===== src/rtl/chip8_pkg.sv =====
// ----------------------------------------------------------------------------
// chip8_pkg
// Shared definitions for the CHIP-8 keypad scanner:
//   KP_ROWS / KP_COLS  - physical matrix geometry
//   KEY_MAP            - CHIP-8 key code for each physical position (row*4+col)
//   scan_state_t       - row scan FSM states
//   lowest_key()       - index of the lowest set bit of a 16-bit key vector
// ----------------------------------------------------------------------------
package chip8_pkg;

    localparam int KP_ROWS = 4;
    localparam int KP_COLS = 4;

    // Physical layout, rows top to bottom:
    //   1 2 3 C / 4 5 6 D / 7 8 9 E / A 0 B F
    localparam logic [3:0] KEY_MAP [0:15] = '{
        4'h1, 4'h2, 4'h3, 4'hC,
        4'h4, 4'h5, 4'h6, 4'hD,
        4'h7, 4'h8, 4'h9, 4'hE,
        4'hA, 4'h0, 4'hB, 4'hF
    };

    typedef enum logic [1:0] {
        SETTLE = 2'd0,
        SAMPLE = 2'd1,
        COMMIT = 2'd2
    } scan_state_t;

    // Scanning from the top down leaves the lowest set index as the result.
    function automatic logic [3:0] lowest_key(input logic [15:0] keys);
        logic [3:0] idx;
        idx = 4'h0;
        for (int i = 15; i >= 0; i--) begin
            if (keys[i]) begin
                idx = 4'(i);
            end
        end
        return idx;
    endfunction

endpackage


===== src/rtl/keypad_sync.sv =====
// ----------------------------------------------------------------------------
// keypad_sync
// Two-flop synchronizer for the asynchronous keypad column inputs.
// Resets to all-ones, which is the idle (no key closed) column level.
//   clk    : system clock
//   rst_n  : asynchronous active-low reset
//   async  : raw column inputs
//   synced : synchronized column inputs
// ----------------------------------------------------------------------------
module keypad_sync
    import chip8_pkg::*;
(
    input  logic                 clk,
    input  logic                 rst_n,
    input  logic [KP_COLS-1:0]   async,
    output logic [KP_COLS-1:0]   synced
);

    logic [KP_COLS-1:0] meta;

    always_ff @(posedge clk or negedge rst_n) begin
        if (!rst_n) begin
            meta   <= '1;
            synced <= '1;
        end else begin
            meta   <= async;
            synced <= meta;
        end
    end

endmodule


===== src/rtl/keypad_scan.sv =====
// ----------------------------------------------------------------------------
// keypad_scan
// Scans a 4x4 CHIP-8 hex keypad one row at a time, synchronizes and debounces
// the column readings, remaps physical positions to CHIP-8 key codes, and
// reports the held-key vector plus a one-cycle press event.
//   clk           : system clock
//   rst_n         : asynchronous active-low reset
//   row_out       : row drive, active low, at most one bit low
//   col_in        : column sense, pulled up, low = key closed in driven row
//   keypad_matrix : debounced key levels indexed by CHIP-8 code, 1 = held
//   key_event     : one-cycle pulse when at least one key becomes newly held
//   key_code      : lowest newly held key code, held until the next event
// Parameters:
//   SCAN_DIV       : settle cycles per row before sampling (>= 3)
//   DEBOUNCE_SCANS : extra identical frames required before committing (>= 1)
// ----------------------------------------------------------------------------
module keypad_scan
    import chip8_pkg::*;
#(
    parameter int SCAN_DIV       = 16,
    parameter int DEBOUNCE_SCANS = 2
) (
    input  logic        clk,
    input  logic        rst_n,
    output logic [3:0]  row_out,
    input  logic [3:0]  col_in,
    output logic [15:0] keypad_matrix,
    output logic        key_event,
    output logic [3:0]  key_code
);

    if (SCAN_DIV < 3) begin : g_bad_scan_div
        $error("keypad_scan: SCAN_DIV must be >= 3 to cover the synchronizer");
    end
    if (DEBOUNCE_SCANS < 1) begin : g_bad_debounce
        $error("keypad_scan: DEBOUNCE_SCANS must be >= 1");
    end

    localparam int DIV_W = $clog2(SCAN_DIV);
    localparam int STB_W = $clog2(DEBOUNCE_SCANS + 1);

    localparam logic [DIV_W-1:0] DIV_LAST    = DIV_W'(SCAN_DIV - 1);
    localparam logic [STB_W-1:0] STABLE_MAX  = STB_W'(DEBOUNCE_SCANS);
    localparam logic [STB_W-1:0] STABLE_LAST = STB_W'(DEBOUNCE_SCANS - 1);
    localparam logic [1:0]       ROW_LAST    = 2'(KP_ROWS - 1);

    scan_state_t      state, state_next;
    logic [1:0]       row;
    logic [DIV_W-1:0] div;
    logic [15:0]      raw;
    logic [15:0]      last;
    logic [STB_W-1:0] stable;
    logic [3:0]       col_s;
    logic [15:0]      mapped;
    logic [15:0]      newp;

    keypad_sync u_sync (
        .clk    (clk),
        .rst_n  (rst_n),
        .async  (col_in),
        .synced (col_s)
    );

    // ------------------------------------------------------------------
    // Scan FSM
    // ------------------------------------------------------------------
    always_ff @(posedge clk or negedge rst_n) begin
        if (!rst_n) begin
            state <= SETTLE;
        end else begin
            state <= state_next;
        end
    end

    always_comb begin
        state_next = state;
        // No row is driven while reset is asserted, so the pins idle high
        // even though the state registers already point at row 0.
        row_out = 4'hF;
        case (state)
            SETTLE: begin
                if (rst_n) begin
                    row_out = ~(4'b0001 << row);
                end
                if (div == DIV_LAST) begin
                    state_next = SAMPLE;
                end
            end
            SAMPLE: begin
                if (rst_n) begin
                    row_out = ~(4'b0001 << row);
                end
                state_next = (row == ROW_LAST) ? COMMIT : SETTLE;
            end
            COMMIT: begin
                state_next = SETTLE;
            end
            default: begin
                state_next = SETTLE;
            end
        endcase
    end

    // ------------------------------------------------------------------
    // Row / divider counters and raw frame capture
    // ------------------------------------------------------------------
    always_ff @(posedge clk or negedge rst_n) begin
        if (!rst_n) begin
            row <= 2'd0;
            div <= '0;
            raw <= '0;
        end else begin
            case (state)
                SETTLE: begin
                    div <= (div == DIV_LAST) ? '0 : div + 1'b1;
                end
                SAMPLE: begin
                    div <= '0;
                    raw[{row, 2'b00} +: 4] <= ~col_s;
                    if (row != ROW_LAST) begin
                        row <= row + 2'd1;
                    end
                end
                COMMIT: begin
                    div <= '0;
                    row <= 2'd0;
                end
                default: begin
                    div <= '0;
                    row <= 2'd0;
                end
            endcase
        end
    end

    // ------------------------------------------------------------------
    // Physical -> CHIP-8 remap
    // ------------------------------------------------------------------
    always_comb begin
        mapped = '0;
        for (int p = 0; p < KP_ROWS * KP_COLS; p++) begin
            mapped[KEY_MAP[p]] = raw[p];
        end
    end

    assign newp = mapped & ~keypad_matrix;

    // ------------------------------------------------------------------
    // Debounce, commit and press event
    // ------------------------------------------------------------------
    always_ff @(posedge clk or negedge rst_n) begin
        if (!rst_n) begin
            last          <= '0;
            stable        <= '0;
            keypad_matrix <= '0;
            key_event     <= 1'b0;
            key_code      <= 4'h0;
        end else begin
            key_event <= 1'b0;
            if (state == COMMIT) begin
                if (mapped != last) begin
                    last   <= mapped;
                    stable <= '0;
                end else if (stable < STABLE_MAX) begin
                    stable <= stable + 1'b1;
                    // Commit exactly once, on the increment that reaches the
                    // threshold; a saturated counter never recommits.
                    if (stable == STABLE_LAST) begin
                        keypad_matrix <= mapped;
                        if (newp != '0) begin
                            key_event <= 1'b1;
                            key_code  <= lowest_key(newp);
                        end
                    end
                end
            end
        end
    end

endmodule


===== config.mk =====
export PLATFORM = sky130hd
export DESIGN_NAME = keypad_scan
export DESIGN_NICKNAME = d
export VERILOG_FILES = /design/src/rtl/chip8_pkg.sv /design/src/rtl/keypad_sync.sv /design/src/rtl/keypad_scan.sv
export SDC_FILE = /design/constraint.sdc
export NUM_CORES = 1
export LEC_CHECK = 0
export CAP_MARGIN = 20
export CORE_UTILIZATION = 58
export DETAILED_ROUTE_END_ITERATION = 8
export GPL_TIMING_DRIVEN = 0
export PLACE_DENSITY = 0.85
export SETUP_SLACK_MARGIN = 0.02
export SLEW_MARGIN = 20
export SYNTH_ARGS = -nofsm -noshare
export SYNTH_HDL_FRONTEND = slang
export SYNTH_SLANG_ARGS = --single-unit

===== constraint.sdc =====
create_clock -name clk -period 3.9 [get_ports clk]
set_clock_uncertainty 0.15 [all_clocks]
set_input_delay 0.78 -clock clk [delete_from_list [all_inputs] [get_ports clk]]
set_output_delay 0.78 -clock clk [all_outputs]
set_load 0.005 [all_outputs]

# ---- Word-level counts from Yosys, hierarchy flattened
# Index checks and enable logic that the tools add are counted.
dict set report op_classes {
  n_mul 0
  add_sub_neg 4
  n_eq_ne 9
  bitwise_logic 6
  shifts 3
  n_mux 33
  reduce_logical 9
  n_lt_le_gt_ge 1
  n_div 0
}
# operator count
set op_table {}
lappend op_table {{2-to-1 mux 4 bit} 20}
lappend op_table {{bitwise AND 16 bit} 1}
lappend op_table {{bitwise mux 16 bit} 1}
lappend op_table {{!= test 16 bit} 1}
lappend op_table {{NOT 16 bit} 1}
lappend op_table {{nonzero test 16 bit} 1}
lappend op_table {{variable shift 4 x 6 -> 16 bit, first input constant} 1}
lappend op_table {{indexed part select 4 x 6 -> 16 bit} 1}
lappend op_table {{2-to-1 mux 2 bit} 5}
lappend op_table {{NOT 4 bit} 2}
lappend op_table {{one-hot mux 2 bit (2 select lines)} 2}
lappend op_table {{!= test 2 bit, second input constant} 3}
lappend op_table {{negation 4 -> 6 bit} 1}
lappend op_table {{AND reduction 2 bit} 3}
lappend op_table {{2-to-1 mux 1 bit} 5}
lappend op_table {{AND reduction 5 bit} 1}
lappend op_table {{adder 2 x 1 -> 2 bit, second input constant} 2}
lappend op_table {{adder 4 x 1 -> 4 bit, second input constant} 1}
lappend op_table {{== test 2 x 1 -> 1 bit, second input constant} 2}
lappend op_table {{== test 2 bit, second input constant} 2}
lappend op_table {{== test 4 bit, second input constant} 1}
lappend op_table {{AND reduction 4 bit} 1}
lappend op_table {{<< shifter 1 x 2 -> 4 bit, first input constant} 1}
lappend op_table {{zero test 2 bit} 1}
lappend op_table {{4 further kinds} 5}
dict set report word_totals {
  ram_bits 0
  wordCells 76
  rom_bits 0
  ff_bits 71
  n_memories 0
  latchBits 0
  input_bits 6
  output_inout_bits 25
}

# ---- Longest topological paths before layout
# Gate-level depths: netlist (run 1).
dict set report logic_depth {
  ltp_word 18
  depth_mapped 8
  mapped_depth_nobuf 6
}

# ---- By module
# Synthesis (run 1) repeated with hierarchy kept, for this count alone.
dict set report unflattened {
  hier_cells 271
  hier_area_um2 3352.0
}
# mod area_each_um2 n_inst cells_each seq_area_each_um2
set by_module_without_submodules {}
lappend by_module_without_submodules {keypad_scan 3141.8 1 263 1576.5}
lappend by_module_without_submodules {keypad_sync 210.2 1 8 210.2}

# ---- Least setup slack after synthesis (run 1)
# Ideal clock, no wire load.
dict set report synth_timing {
  path_kind {register -> register}
  from {register raw[5]}
  to {register keypad_matrix[0]}
  arrival_time_ns 1.830
  setup_time_ns 0.125
  period_less_slack_ns 2.105
  t_required_ns 3.625
  setup_slack_ns 1.795
  path_stages_with_launch 8
  n_path_buf 2
  cell_sequence {dfrtp_1 -> xnor2_1 -> nand4_1 -> nor4_4 -> and2_1 -> buf_6 -> buf_12 -> mux2_2}
}
dict set report synth_via {
  elab_chain_cells 3
}
# item line
set synth_lines {}
lappend synth_lines {{from (decl)} keypad_scan.sv:50} ;# logic [15:0] raw;
lappend synth_lines {{from (signal, indexed assignment)} keypad_scan.sv:119} ;# raw[{row, 2'b00} +: 4] <= ~col_s;
lappend synth_lines {{!= test 16 bit} keypad_scan.sv:161} ;# if (mapped != last) begin
lappend synth_lines {{NOT 1 bit (no line)} --}
lappend synth_lines {{AND reduction 4 bit (no line)} --}
lappend synth_lines {{to (signal assigned)} keypad_scan.sv:169} ;# keypad_matrix <= mapped;
lappend synth_lines {{to (decl)} keypad_scan.sv:27} ;# output logic [15:0] keypad_matrix,
# Every way passes these cells.
# A chain may end at the register's enable or synchronous reset.

# ---- Worst setup path after layout (run 1)
dict set report layout_timing {
  from {input port rst_n}
  to {output port row_out[2]}
}
dict set report layout_via {
  elab_chain_cells 2
}
# item line
set layout_lines {}
lappend layout_lines {{from (decl)} keypad_scan.sv:24} ;# input logic rst_n,
lappend layout_lines {{2-to-1 mux 4 bit} {keypad_scan.sv:82, keypad_scan.sv:90}}
lappend layout_lines {{2-to-1 mux 4 bit} --}
lappend layout_lines {{to (decl)} keypad_scan.sv:25} ;# output logic [3:0] row_out,
# Every way passes these cells.

==> results of run 1 <==
## worst max path at each step
stage | startpoint | to | slack (ns)
finish | rst_n | row_out[2] | 0.79
global route | rst_n | row_out[3] | 0.61
CTS | rst_n | row_out[0] | 0.74
detailed placement | rst_n | row_out[0] | 0.76
global placement | rst_n | row_out[1] | -1.47
floorplan | raw[5] | keypad_matrix[0] | 1.80
## cell type report
type,count,share of cell area (%)
well taps,70,2.280
inverters,8,0.7818
clock buffers,12,3.518
repair buffers,31,8.469
clock inverters,4,1.270
flip-flops and latches,71,46.51
multi-input cells,191,35.86
plain buffers,4,1.303
## critical path, delay by kind of cell
kind	cells	cell delay (ns)
simple gates	2	0.38
buf+inv	3	1.00
## power by group
part,internal (mW),leakage [nW],switching (mW),total (mW)
Clock,0.295,0.0943,0.269,0.564
Sequential,0.748,0.923,0.0105,0.758
Combinational,0.0188,0.708,0.0289,0.0478
## synthesized netlist by cell type, types with 6 or more instances
master and n:
inv_1 8, xnor2_1 19, ha_1 7, o21ai_0 17, nand2_1 27, nor2_1 14, nand4_1 8, dfrtp_1 63
mux2_2 34, nand2b_1 15, nor2b_1 9, a21oi_1 6, dfstp_2 8
## metal layers
metal / share of wire [%] / track usage, % / up-vias
met2: 49 / 39.64 / 65
met4: 2.3 / 11.73 / 0
met5: 0 / 0 / -
met3: 5.0 / 4.167 / 12
li1: - / - / 1036
met1: 43 / 29.04 / 1088
## logic make-up after synthesis
group                    synth area share [%]
AO/OA/AOI/OAI                           6.017
adder cells (fa/ha/maj)                 2.699
flip-flops                              55.07
buffers and inverters                   2.468
XOR/XNOR                                5.129
AND/OR/NAND/NOR                         16.81
multiplexers                            11.80
## sequential cells by signal, indices dropped and copies added (netlist names)
name,cells
key_event,1
key_code,4
div,4
row,2
state,2
u_sync.meta,4
u_sync.synced,4
last,16
stable,2
raw,16
keypad_matrix,16
## stage by stage
stage	cells	hold slack, ns	total power [mW]
3_5_place_dp	375	0.1973	0.8204
6_report	391	0.1537	1.370
3_3_place_gp	374	0.1955	0.8155
2_1_floorplan	274	0.1952	0.7884
5_1_grt	391	0.1604	1.416
4_1_cts	391	0.1559	1.379
==> impl_metrics.tcl, run 1 <==
set metrics [dict create \
    ys_seq_area_share_pct 55.07 \
    wl_per_cell_um 15.74 \
    final_util_pct 73.34 \
    synth_cell_type_count 41 \
    outcome "finished clean" \
    cts_tree "built" \
    grt_max_degree 55 \
    setup_viol 0 \
    irDropWorstVdd_uv 326.0 \
    area_delta_synth_final_pct 18.40 \
    grt_pass1_wl_um 10450 \
    netlist.area_leader.share_pct 48.59 \
    r2r_cells 7 \
    drive_gt1_share_pct 21.18 \
    routed_wl_um 6153 \
    clk_pin_slew_ns 0.08 \
    fp-row-count 26 \
    cp-start-kind "input pin" \
    worstSetupPathType "in -> out" \
    hold_buffers 0 \
    cp-end-kind "primary output" \
    synth_warnings 0 \
    syn_nets 287 \
    vias_per_cell 5.629 \
    port_buffers 30 \
    die_w_um 76.79 \
    setup_ws_ns 0.7898 \
    timing.fmax_mhz 321.5 \
    cellLeakagePower_nw 1.725 \
    overflow 0 \
    post-route-cell-area_um2 3841 \
    io-pin-count 31 \
    synth-seq-cells 71 \
    r2r-end "keypad_matrix[12]" \
    hold_viol_final 0 \
    syn_inst 274 \
    crit_required_ns 2.97 \
    gp_congestion 0.9028 \
    hold_class "in -> async" \
    tightestPinTransition_ns 0.5108 \
    groute.usage.overall_pct 23.51 \
    dp_hpwl_um 4407 \
    netlist_area_um2 3244 \
    synth_edf_count 0 \
    drt_iter0_markers 145 \
    cts_resized 0 \
    ff2ff_setup_slack_ns 1.49 \
    setup_tns_ns 0 \
    synthArstFlopShare_pct 100.0 \
    root_buffer "clkbuf_8" \
    die_area_um2 5897 \
    ant_nets 0 \
    vias 2201 \
    cp_max_fo 54 \
    min_period_ns 3.110 \
    fin_crit_sh_pct 79.75 \
    placed_area_um2 3657 \
    h-tree-depth 3 \
    start_util_pct 61.94 \
    cts_made_buffers 9 \
    core_area_um2 5238 \
    power_density_nw_per_um2 356.8 \
    arrival_ns 2.18 \
    ys.flop_type "dfrtp_1" \
    die_h_um 76.79 \
    remaining_drc_errors 0 \
    finalNetCount 329 \
    max_stage_delay_ns 0.45 \
    r2r_start "raw[4]" \
    path_cells "buf_4 -> buf_16 -> nor2b_1 -> nand2_1 -> clkdlybuf4s50_1" \
    drv_cap 0 \
    antennaDiodeCount 0 \
    seq_area_um2 1787 \
    cts_sinks 71 \
    clk_path_buf_depth 2 \
    slowest_stage "clkdlybuf4s50_1" \
    relSlewSlack_pct 65.91 \
    cts_setup_buffers 0 \
    rsz0062_at_grt "no" \
    synth_top_cell_by_area "dfrtp_1" \
    slew_violations 0 \
    multiInputGateArea_um2 1378 \
    firstDrtPassIters 4 \
    layout_common_cells "63 x dfrtp_1, 34 x mux2_2, 29 x clkdlybuf4s50_1" \
    place_worst_setup_slack_ns 0.7567 \
    syn_avg_cell_area_um2 11.84 \
    grt_pass1_vias 2183 \
    ys_top_cells_by_area "dfrtp_1 49%, mux2_2 12%, dfstp_2 6.5%, xnor2_1 5.1%, nand2_1 3.1%" \
    final_common_cell "dfrtp_1" \
    antenna_found_initial 0 \
    fillCellCount 358 \
    clock_latency_ns 0.35 \
]
Note: power is estimated with default switching activity, not from simulation.
==> run 2, diff against run 1 <==
CORE_UTILIZATION = 57   (was 58)
PLACE_DENSITY = 0.83   (was 0.85)
clock period = 3 ns   (was 3.9 ns; I/O delays follow)
==> impl_metrics.tcl, run 2 (same netlist as run 1, synthesis figures left out) <==
set metrics [dict create \
    outcome "finished clean" \
    clk_path_buf_depth 2 \
    timing.fmax_mhz 391.7 \
    r2r_start "raw[0]" \
    worst_path_dominant_cell_family "buffers and inverters" \
    cts_setup_buffers 0 \
    dp_hpwl_um 4412 \
    finalNetCount 330 \
    top_regs "keypad_matrix (16), last (16), raw (16)" \
    vias 2177 \
    irDropWorstVdd_uv 339.0 \
    overflow 0 \
    finalPower_mw 1.680 \
    io-pin-count 31 \
    vias_per_cell 5.539 \
    routed_wl_um 6028 \
    critical_path_buf_inv_count 3 \
    max_stage_delay_ns 0.45 \
    seq_area_um2 1787 \
    die_h_um 77.45 \
    wl_per_cell_um 15.34 \
    relSlewSlack_pct 45.73 \
    drt_iter0_markers 115 \
    multiInputGateArea_um2 1378 \
    arrival_ns 1.80 \
    hold_viol_final 0 \
    grt_pass1_wl_um 10230 \
    firstDrtPassIters 4 \
    fp-row-count 27 \
    grt_pass1_vias 2112 \
    groute.usage.overall_pct 22.73 \
    path_cells "buf_4 -> buf_16 -> nor2b_1 -> nand2_1 -> clkdlybuf4s50_1" \
    root_buffer "clkbuf_8" \
    gp_congestion 0.9001 \
    layout_common_cells "63 x dfrtp_1, 34 x mux2_2, 29 x clkdlybuf4s50_1" \
    area_delta_synth_final_pct 17.89 \
    r2r_cells 7 \
    core_area_um2 5507 \
    drv_cap 0 \
    final_common_cell "dfrtp_1" \
    ant_nets 0 \
    cp-end-kind "primary output" \
    h-tree-depth 3 \
    worstSetupPathType "in -> out" \
    port_buffers 30 \
    die_w_um 77.45 \
    slowest_stage "clkdlybuf4s50_1" \
    fillCellCount 427 \
    grt_max_degree 55 \
    hold_class "in -> async" \
    cp-start-kind "input pin" \
    setup_viol 0 \
    cellLeakagePower_nw 1.718 \
    ff2ff_setup_slack_ns 0.62 \
    antenna_found_initial 0 \
    tightestPinTransition_ns 0.8114 \
    power_density_nw_per_um2 439.3 \
    antennaDiodeCount 0 \
    clk_pin_slew_ns 0.07 \
    hold_buffers 1 \
    r2r-end "keypad_matrix[0]" \
    fin_crit_sh_pct 85.11 \
    cp_max_fo 54 \
    remaining_drc_errors 0 \
    cts_tree "built" \
    drive_gt1_share_pct 21.18 \
    min_period_ns 2.553 \
    cts_made_buffers 9 \
    post-route-cell-area_um2 3825 \
    cts_sinks 71 \
    clock_latency_ns 0.35 \
    die_area_um2 5998 \
    start_util_pct 58.92 \
    cts_resized 0 \
    rsz0062_at_grt "no" \
    crit_required_ns 2.25 \
    slew_violations 0 \
    placed_area_um2 3660 \
]
==> run 2: cell count changes in the layout (fill, tap and decap cells not counted) <==
| cell | before | now |
|---|---|---|
| clkinv_2 | 2 | 3 |
| bufinv_16 | 1 | 0 |
| clkbuf_1 | 3 | 2 |
| dlygate4sd3_1 | 0 | 1 |
==> run 2: worst max-delay path by stage <==
stage	from	endpoint	slack [ns]	cells past startpoint
detailed placement	rst_n	row_out[0]	0.21	5
finish	rst_n	row_out[0]	0.45	5
global route	rst_n	row_out[3]	0.30	5
floorplan	raw[5]	keypad_matrix[0]	0.90	7
CTS	rst_n	row_out[0]	0.42	5
global placement	rst_n	row_out[0]	-2.02	4
==> run 2: cell type report <==
class | instances | share of cell area [%]
timing repair buffer | 32 | 8.767
clock inverter | 4 | 0.6215
inverter | 8 | 0.7851
clock buffer | 11 | 3.435
multi-input combinational | 191 | 36.02
sequential | 71 | 46.71
buffer | 4 | 1.308
tap | 72 | 2.355
==> run 2: worst reg2reg max path, stage by stage, from the launching register on <==
cell     delay [ns]
dfrtp_1        0.47
xnor2_1        0.19
nand4_1        0.15
nor4_4         0.48
and2_1         0.21
buf_6          0.15
buf_12         0.14
mux2_2         0.34
==> run 2: stage by stage <==
stage | hold slack [ns] | std cells | setup slack (ns) | setup TNS, ns | util, %
final | 0.08865 | 393 | 0.4468 | 0 | 69.46
after global routing | 0.1062 | 393 | 0.3045 | 0 | 69.46
after CTS | 0.09229 | 393 | 0.4172 | 0 | 69.46
after detailed placement | 0.1991 | 377 | 0.2129 | 0 | 66.46
after global placement | 0.1955 | 376 | -2.018 | -82.78 | 66.01
after floorplan | 0.1544 | 274 | 0.8951 | 0 | -
==> run 2: power by group <==
part | leakage [nW] | internal, mW | switching (mW)
sequential | 0.923 | 0.972 | 0.0134
combinational | 0.713 | 0.0254 | 0.0375
clock | 0.0829 | 0.293 | 0.339
total | 1.72 | 1.29 | 0.390
==> run 2: layer usage <==
| layer | wire length, um | global-route usage, % |
|---|---|---|
| met2 | 2941 | 35.04 |
| met1 | 2751 | 30.38 |
| met5 | 0 | 0 |
| met3 | 205 | 5.294 |
| met4 | 129 | 10.94 |
==> run 3, diff against run 2 <==
CORE_ASPECT_RATIO = 0.75   (was default)
==> impl_metrics.tcl, run 3 (same netlist as run 1, synthesis figures left out) <==
set metrics [dict create \
    outcome "finished clean" \
    wl_per_cell_um 15.79 \
    antennaDiodeCount 0 \
    area_delta_synth_final_pct 18.86 \
    met2_usage_pct 38.84 \
    antenna_found_initial 0 \
    routed_wl_um 6267 \
    worstSetupPathType "in -> out" \
    cts_made_buffers 9 \
    drt_iter0_markers 91 \
    grt_pass1_vias 2148 \
    root_buffer "clkbuf_8" \
    relSlewSlack_pct 49.51 \
    hold_viol_final 0 \
    irDropWorstVdd_uv 335.3 \
    die_h_um 67.34 \
    crit_path_end "row_out[0]" \
    final_common_cell "dfrtp_1" \
    fin_crit_sh_pct 86.39 \
    grt_max_degree 56 \
    min_period_ns 2.592 \
    drive_gt1_share_pct 22.05 \
    post-route-cell-area_um2 3856 \
    setup_viol 0 \
    slew_violations 0 \
    ff2ff_setup_slack_ns 0.59 \
    seq_area_um2 1787 \
    start_util_pct 59.97 \
    r2r-end "keypad_matrix[12]" \
    layout_common_cells "63 x dfrtp_1, 34 x mux2_2, 29 x clkdlybuf4s50_1" \
    r2r_cells 7 \
    clock_latency_ns 0.35 \
    drv_cap 0 \
    h-tree-depth 3 \
    groute.usage.overall_pct 24.55 \
    vias_per_cell 5.499 \
    cellLeakagePower_nw 1.720 \
    rsz0062_at_grt "no" \
    cp-start-kind "input pin" \
    hold_class "in -> async" \
    crit_required_ns 2.25 \
    cts_resized 0 \
    setup_tns_ns 0 \
    timing.fmax_mhz 385.8 \
    cp-end-kind "primary output" \
    power_density_nw_per_um2 451.4 \
    io-pin-count 31 \
    top_regs "keypad_matrix (16), last (16), raw (16)" \
    ant_nets 0 \
    grt_use_met3_pct 6.968 \
    cp-startpoint "rst_n" \
    grt_pass1_wl_um 10480 \
    cts_tree "built" \
    port_buffers 30 \
    vias 2183 \
    fp-row-count 23 \
    firstDrtPassIters 5 \
    finalNetCount 330 \
    cts_setup_buffers 0 \
    core_area_um2 5410 \
    tightestPinTransition_ns 0.7549 \
    die_area_um2 6001 \
    overflow 0 \
    gp_congestion 0.8274 \
    clk_path_buf_depth 2 \
    die_w_um 89.12 \
    remaining_drc_errors 0 \
    hold_buffers 1 \
    cts_sinks 71 \
    clk_pin_slew_ns 0.08 \
    busiest_layer "met2" \
    use_met1_pct 32.18 \
    r2r_start "raw[12]" \
    multiInputGateArea_um2 1378 \
    placed_area_um2 3664 \
    arrival_ns 1.84 \
    cp_max_fo 55 \
    dp_hpwl_um 4530 \
    fillCellCount 420 \
]
[run 3: worst min path at each step]
| stage | slack [ns] | to | start | depth (start not counted) |
|---|---|---|---|---|
| floorplan | 0.15 | div[0] | rst_n | 0 |
| global placement | 0.20 | u_sync.synced[0] | u_sync.meta[0] | 0 |
| detailed placement | 0.20 | u_sync.synced[2] | u_sync.meta[2] | 0 |
| CTS | 0.10 | raw[11] | rst_n | 2 |
| global route | 0.11 | raw[10] | rst_n | 2 |
| finish | 0.10 | div[2] | rst_n | 2 |
[run 3: where the power goes]
| part | internal [mW] | total (mW) | switching [mW] |
|---|---|---|---|
| clock | 0.324 | 0.693 | 0.368 |
| combinational | 0.0254 | 0.0625 | 0.0371 |
| sequential | 0.972 | 0.985 | 0.0136 |
| total | 1.32 | 1.74 | 0.419 |
[run 3: metrics by stage]
stage               setup WS (ns)  hold slack [ns]  total power [mW]  std cells  util, %
floorplan                  0.8951           0.1544             1.025        274        -
global placement           -2.010           0.1955             1.060        379    67.25
detailed placement         0.1924           0.1979             1.066        380    67.72
CTS                        0.3721           0.1013             1.760        397    71.28
global route               0.2565           0.1123             1.806        397    71.28
finish                     0.4082           0.1008             1.741        397    71.28
[run 3: final cells by class]
class / instances / area share [%]
clock inverters: 6 / 1.168
multi-input cells: 191 / 35.72
well taps: 75 / 2.433
plain buffers: 4 / 1.298
inverters: 8 / 0.7787
flip-flops and latches: 71 / 46.33
repair buffers: 32 / 8.696
clock buffers: 10 / 3.569
[run 3: per-layer routing]
metal	share of wire (%)	routed length, um
met1	47	2932
met2	47	2939
met3	4.9	309
met4	1.4	86
met5	0	0
[run 3: critical path: stages]
cell and delay, ns:
buf_4 0.12, buf_16 0.26, nor2b_1 0.29, nand2_1 0.10, clkdlybuf4s50_1 0.46
